**config.mk**
```make
export PLATFORM = sky130hd
export DESIGN_NAME = fifo_word_packer
export DESIGN_NICKNAME = d
export VERILOG_FILES = /design/src/rtl/fifo_word_packer.sv
export SDC_FILE = /design/constraint.sdc
export NUM_CORES = 1
export LEC_CHECK = 0
export ABC_AREA = 1
export ABC_CLOCK_PERIOD_IN_PS = 2350
export BUFFER_PORTS_ARGS = -buffer_cell sky130_fd_sc_hd__clkbuf_2
export CORE_ASPECT_RATIO = 0.9
export CORE_UTILIZATION = 55
export CTS_CLUSTER_DIAMETER = 30
export CTS_CLUSTER_SIZE = 14
export DETAILED_ROUTE_END_ITERATION = 7
export PLACE_DENSITY = 0.84
export SKIP_CTS_REPAIR_TIMING = 1
export SYNTH_ARGS = -nofsm -noshare
export SYNTH_HDL_FRONTEND = slang
export SYNTH_SLANG_ARGS = --single-unit
export TNS_END_PERCENT = 1
```
**constraint.sdc**
```tcl
create_clock -name clk -period 2.35 [get_ports clk]
set_input_delay 0.5875 -clock clk [delete_from_list [all_inputs] [get_ports clk]]
set_output_delay 0.5875 -clock clk [all_outputs]
set_load 0.01 [all_outputs]
```
**src/rtl/fifo_word_packer.sv**
```systemverilog
// fifo_word_packer
// Drains an 8-bit synchronous FIFO (registered read) and packs the bytes
// little-endian into BYTES-wide words on a valid/ready output stream.
// A flush pulse emits whatever partial word has been assembled; upper
// lanes of a partial word are zero and m_count reports the filled lanes.
module fifo_word_packer #(
    parameter int DW    = 8,
    parameter int BYTES = 4,
    parameter int CW    = 3
) (
    input  logic                clk,
    input  logic                rstn,
    input  logic                fifo_empty,
    output logic                fifo_pop,
    input  logic [DW-1:0]       fifo_dout,
    input  logic                flush,
    output logic                m_valid,
    input  logic                m_ready,
    output logic [DW*BYTES-1:0] m_data,
    output logic [CW-1:0]       m_count
);

    localparam int WW = DW * BYTES;
    localparam logic [CW-1:0] BYTES_C = CW'(BYTES);
    localparam logic [CW:0]   BYTES_W = (CW + 1)'(BYTES);

    // Assembly state: bytes captured so far and whether a pop is in flight.
    logic [CW-1:0] cnt_q, cnt_d;
    logic          pend_q, pend_d;
    logic          flushp_q, flushp_d;
    logic [WW-1:0] asm_q, asm_d;

    // Output stage.
    logic          m_valid_q, m_valid_d;
    logic [WW-1:0] m_data_q, m_data_d;
    logic [CW-1:0] m_count_q, m_count_d;

    // Lane occupancy including the byte that is still in flight; one extra
    // bit so that cnt == BYTES-1 plus a pending byte never wraps.
    logic [CW:0]   occ;
    logic [CW-1:0] cnt_inc;

    assign occ     = {1'b0, cnt_q} + {{CW{1'b0}}, pend_q};
    assign cnt_inc = cnt_q + CW'(1);

    // Pop whenever a free lane exists, no word is waiting downstream and no
    // flush is draining; gated by rstn so nothing pops during reset.
    assign fifo_pop = rstn && !fifo_empty && !m_valid_q &&
                      (occ < BYTES_W) && !flushp_q;

    assign m_valid = m_valid_q;
    assign m_data  = m_data_q;
    assign m_count = m_count_q;

    // Next-state: handshake, byte capture, word completion and flush emission.
    always_comb begin
        cnt_d     = cnt_q;
        pend_d    = fifo_pop;
        flushp_d  = flushp_q | flush;
        asm_d     = asm_q;
        m_valid_d = m_valid_q;
        m_data_d  = m_data_q;
        m_count_d = m_count_q;

        // Accepted word leaves; output registers return to zero.
        if (m_valid_q && m_ready) begin
            m_valid_d = 1'b0;
            m_data_d  = '0;
            m_count_d = '0;
        end

        // Read data arrives the cycle after the pop; drop it into lane cnt.
        if (pend_q) begin
            for (int i = 0; i < BYTES; i++) begin
                if (cnt_q == CW'(i)) begin
                    asm_d[i*DW +: DW] = fifo_dout;
                end
            end
            cnt_d = cnt_inc;
        end

        if (pend_q && (cnt_inc == BYTES_C)) begin
            // Last lane filled: hand the word to the output stage and start
            // the next word from an all-zero assembly register. A flush that
            // lands now stays pending and later finds cnt == 0, so no empty
            // word follows.
            m_valid_d = 1'b1;
            m_data_d  = asm_d;
            m_count_d = BYTES_C;
            cnt_d     = '0;
            asm_d     = '0;
        end else if (flushp_q && !pend_q && !m_valid_q) begin
            // Flush only once the in-flight byte has landed and the output
            // stage is free; an empty assembly simply retires the request.
            if (cnt_q != '0) begin
                m_valid_d = 1'b1;
                m_data_d  = asm_q;
                m_count_d = cnt_q;
                cnt_d     = '0;
                asm_d     = '0;
            end
            flushp_d = flush;
        end
    end

    // State registers; reset discards any partial or held word.
    always_ff @(posedge clk or negedge rstn) begin
        if (!rstn) begin
            cnt_q     <= '0;
            pend_q    <= 1'b0;
            flushp_q  <= 1'b0;
            asm_q     <= '0;
            m_valid_q <= 1'b0;
            m_data_q  <= '0;
            m_count_q <= '0;
        end else begin
            cnt_q     <= cnt_d;
            pend_q    <= pend_d;
            flushp_q  <= flushp_d;
            asm_q     <= asm_d;
            m_valid_q <= m_valid_d;
            m_data_q  <= m_data_d;
            m_count_q <= m_count_d;
        end
    end

endmodule

```
After elaboration in Yosys (flattened, before gate mapping)

Index checks and enable logic that the tools add are counted.

Bits in registers: 73
Bits in latches: 0
Memory bits (writable): 0
Bits in read-only memories: 0
Input bits: 13
Output and inout bits: 37
Logic and storage cells: 55
Memories: 0

Add/subtract/negate cells: 2
Multipliers: 0
Div/mod/pow operators: 0
$lt $le $gt $ge: 1
Equality and inequality tests: 4
Shift-type cells: 0
Mux-type cells: 26
Bitwise gates (word level): 1
Reductions and logical operators: 14

Operators by type and width:

| cell                | number |
|---|---|
| $mux 32             | 8 |
| $mux 8              | 4 |
| $mux 3              | 8 |
| $logic_and 1x1->1   | 8 |
| $eq 3x2->1 const B  | 2 |
| $mux 1              | 6 |
| $add 3x1->4         | 1 |
| $logic_not 1->1     | 4 |
| $lt 4x3->1 const B  | 1 |
| $add 3x1->3 const B | 1 |
| $eq 3x1->1 const B  | 1 |
| $eq 3x3->1 const B  | 1 |
| $logic_not 3->1     | 1 |
| $reduce_bool 3->1   | 1 |
| $or 1x1->1          | 1 |

Depth between registers and ports, before layout

Word-level depth: 6
Gate-level depth with buffers: 8
Mapped depth without buffers: 7

Worst setup path after synthesis

OpenSTA, ideal clock, no wires.

Path type: reg2out
From: register m_valid_q, in the netlist m_valid
To: output fifo_pop
Arrival: 1,211 ps
Required time: 1,762 ps
Path slack: 552 ps
Stages on the path, launching flop included: 5
Buffers on the path: 1
Cells stage by stage: dfrtp_1 -> inv_2 -> buf_2 -> nand2_1 -> a211oi_1

Longest elaborated chain between the ends: 4

Ends and longest elaborated chain:

| element                        | RTL line | RTL |
|---|---|---|
| start, declared                | 34       | `logic m_valid_q, m_valid_d;` |
| start signal, assigned         | 121      | `m_valid_q <= m_valid_d;` |
| $logic_not 1->1                | 48       | `assign fifo_pop = rstn && !fifo_empty && !m_valid_q &&` |
| $logic_and 1x1->1 (2 in a row) | 48       |  |
| $logic_and 1x1->1              | 49       | `(occ < BYTES_W) && !flushp_q;` |
| end, declared                  | 14       | `output logic fifo_pop,` |

No other way between the ends.

Worst setup path after layout

From: register cnt_q[0]
To: output fifo_pop

Longest elaborated chain between the ends: 4

Ends and longest elaborated chain:

| element                | RTL line | RTL |
|---|---|---|
| start, declared        | 28       | `logic [CW-1:0] cnt_q, cnt_d;` |
| start signal, assigned | 117      | `cnt_q <= cnt_d;` |
| $add 3x1->4            | 43       | `assign occ = {1'b0, cnt_q} + {{CW{1'b0}}, pend_q};` |
| $lt 4x3->1             | 49       |  |
| $logic_and 1x1->1      | 48       |  |
| $logic_and 1x1->1      | 49       |  |

No other way between the ends.

==> results.md <==
- Status: finished clean
- Setup TNS: 0 ns
- Worst slew pin tran: a little over 0.9 ns
- Max_cap viols: 0
- CP arrival: between 1.5 and 2 ns
- Yosys top cell area share: 0.483
- Clock Path Buffers: 2
- Crit Path Class: flop to output pin
- Post-Route Skew: 0.00833 ns
- GR Util All Layers: 0.279
- Startpoint types: flop
- Drt first pass iters: 5
- Critical path, cell by cell: ha_1 -> a211oi_1 -> clkbuf_2
- Global placement routability congestion: around 0.81
- Top Ports: 50
- Via count: ~3300
- Worst stage delay on the critical path: 0.44 ns
- Top post-synthesis cells by area: dfrtp_1 48%, nand2_1 14%, nand4_1 5.3%
- Part of the power in registers: 0.357
- Initial Utilization: 0.571
- Syn-to-layout area delta: 12.4%
- DRT antenna net count: 0
- CTS Sinks: 73
- CP delay by family, top: flip-flops
- Crit share post-route: 0.901
- Min-Delay Path Class: input pin to flop
- CTS H-tree lvls: 3
- Mapped Area: 3780 µm²
- Clock slew at reported path FFs: 0.07 ns
- Pwr/cell area: 1260 nW/µm²
- FILL cells: 565
- Final Non-Filler Cells: about 600
- Crit. End Element: output pin
- Grt total ovfl: 0
- Sw frac: 0.430
- Largest net degree at the start of global routing: 74
- Ys Warns: 0
- NetSw: between 0.002 and 0.0025 W
- Max IR drop VDD: roughly 640 µV
- Hold Fails Final Rpt: 0
- Vias in the first global route: 3122
- Max Slew Vio Count: 0
- FP Rows: 28
- Unrepaired setup endpoints after global routing: no
- Post-Place Cells: between 500 and 600
- Wire per inst: 14.9 µm
- Post-synth EDFFs: 0
- Share of layout cells above drive strength 1: 0.170
- CTS tree: done
- Setup violations, final: 0
- Vias per inst: 5.50
- Clock Power Share: 0.176
- CP max FO: 5
- Syn Inst Count: around 470
- Leakage power: about 2.4 nW
- Syn Area/Cell: 7.98 µm²
- Diode count: 0
- Root Driver: clkbuf_8
- Detailed-route wire length: 9.04 mm
- Internal power: 0.00306 W
- First-pass GRT wire length: 14.8 mm
- Logic pwr share: 0.466
- Post-layout min period: about 2.1 ns
- Fmax: 472 MHz
- Iteration-0 DRC count of the detailed router: 317
- Relative slew slack: 0.391
- Synth Net Count: 494
- CP required: 1.76 ns
- Most frequent cell after synthesis: nand2_1
- Remaining DRCs: 0
- Final Hold Slack: 0.456 ns
- CTS Buf Count: 9
- Detail Placement HPWL: 5.48 mm
- Port Buf Inserts: 49
- Core Area: around 6600 µm²
- Cell taking the most area after synthesis: dfrtp_1
- Yosys cell types: 24
- Initial antenna violation count: 0
- CP max stage cell: dfrtp_1
- Nets@finish: about 530
- Die Wd: between 80 and 90 µm
- Worst skew pair latency: 0.35 ns
- Synth top cells by count: 138 x nand2_1, 73 x dfrtp_1, 39 x inv_1, 37 x nand3_1, 37 x nor2_1
- Die H: 80.7 µm
- Main synth FF type: dfrtp_1
- Seq cells post-synth: between 70 and 80
- DIE AREA: 7210 µm²
- Sequential-to-total area share from yosys stat: 0.483
- Async set-reset flop share out of synthesis: 1.00
- Critical path buffers and inverters: 1
path summary, 6_finish.rpt:
kind                            startpoint         end  slack, ns  cells past startpoint
worst max-delay path              cnt_q[0]    fifo_pop       0.23                      3
worst min-delay path               m_ready     m_valid       0.46                      2
worst max register to register    cnt_q[1]   m_data[5]       0.35                      5
worst min register to register  m_count[2]  m_count[2]       0.52                      2
max in group asynchronous             rstn  m_data[25]       1.27                      2
min in group asynchronous             rstn   m_data[6]       0.50                      2
final cells by class:
class                   instances  area, µm²  area share
flip-flops and latches         73       1830       0.430
multi-input cells             328       1640       0.385
repair buffers                 60        328      0.0771
clock buffers                  15        186      0.0439
inverters                      41        154      0.0362
well taps                      90        113      0.0265
clock inverters                 1       7.51     0.00177
per-stage QoR:
step	worst slack [ns]	area, µm²	power, W	util
2_1_floorplan	0.552	3780	0.00370	-
3_3_place_gp	0.467	4060	0.00430	0.613
3_5_place_dp	0.409	4060	0.00441	0.613
4_1_cts	0.236	4250	0.00537	0.642
5_1_grt	0.168	4250	0.00582	0.642
6_report	0.233	4250	0.00536	0.642
cell usage in the layout, fill, tap and decap left out, types with 6 or more instances in the layout:
master and instances:
nor2_1 37, nand2_1 138, o211ai_1 25, clkbuf_8 13
inv_1 39, nand3_1 37, nand4_1 32, clkbuf_2 48
dfrtp_1 73, ha_1 7, o21ai_0 34, or2_2 6
buf_4 11
power by group through the flow:
stage	Clock, W	Combinational (W)	Sequential [W]
floorplan	0	0.00165	0.00204
global placement	0	0.00239	0.00191
detailed placement	0	0.00247	0.00194
CTS	0.000963	0.00249	0.00192
global route	0.00101	0.00285	0.00196
finish	0.000946	0.00250	0.00192
kinds of logic after synthesis:
| group | share of synthesized area |
|---|---|
| fa+ha+maj | 0.0232 |
| simple gates | 0.308 |
| flops | 0.483 |
| compound gates | 0.101 |
| buf+inv | 0.0847 |
state kept, by name (all words and copies together), names as in the netlist:
name and count:
asm_q 32, cnt_q 3, m_valid 1, m_count 3
flushp_q 1, m_data 32, pend_q 1
routing by layer:
metal	track usage	vias up	wire (µm)	share of wire
li1	-	1643	-	-
met1	0.354	1570	3910	0.43
met2	0.461	111	4420	0.49
met3	0.0689	19	540	0.060
met4	0.102	0	167	0.018
met5	0	-	0	0
worst reg2reg max path, delay by kind of cell (launching register included):
family	cells	cell delay (ns)
fa+ha+maj	1	0.21
compound gates	1	0.47
buf+inv	1	0.14
flops	1	0.44
simple gates	2	0.62
Power figures use the tool's default switching activity.
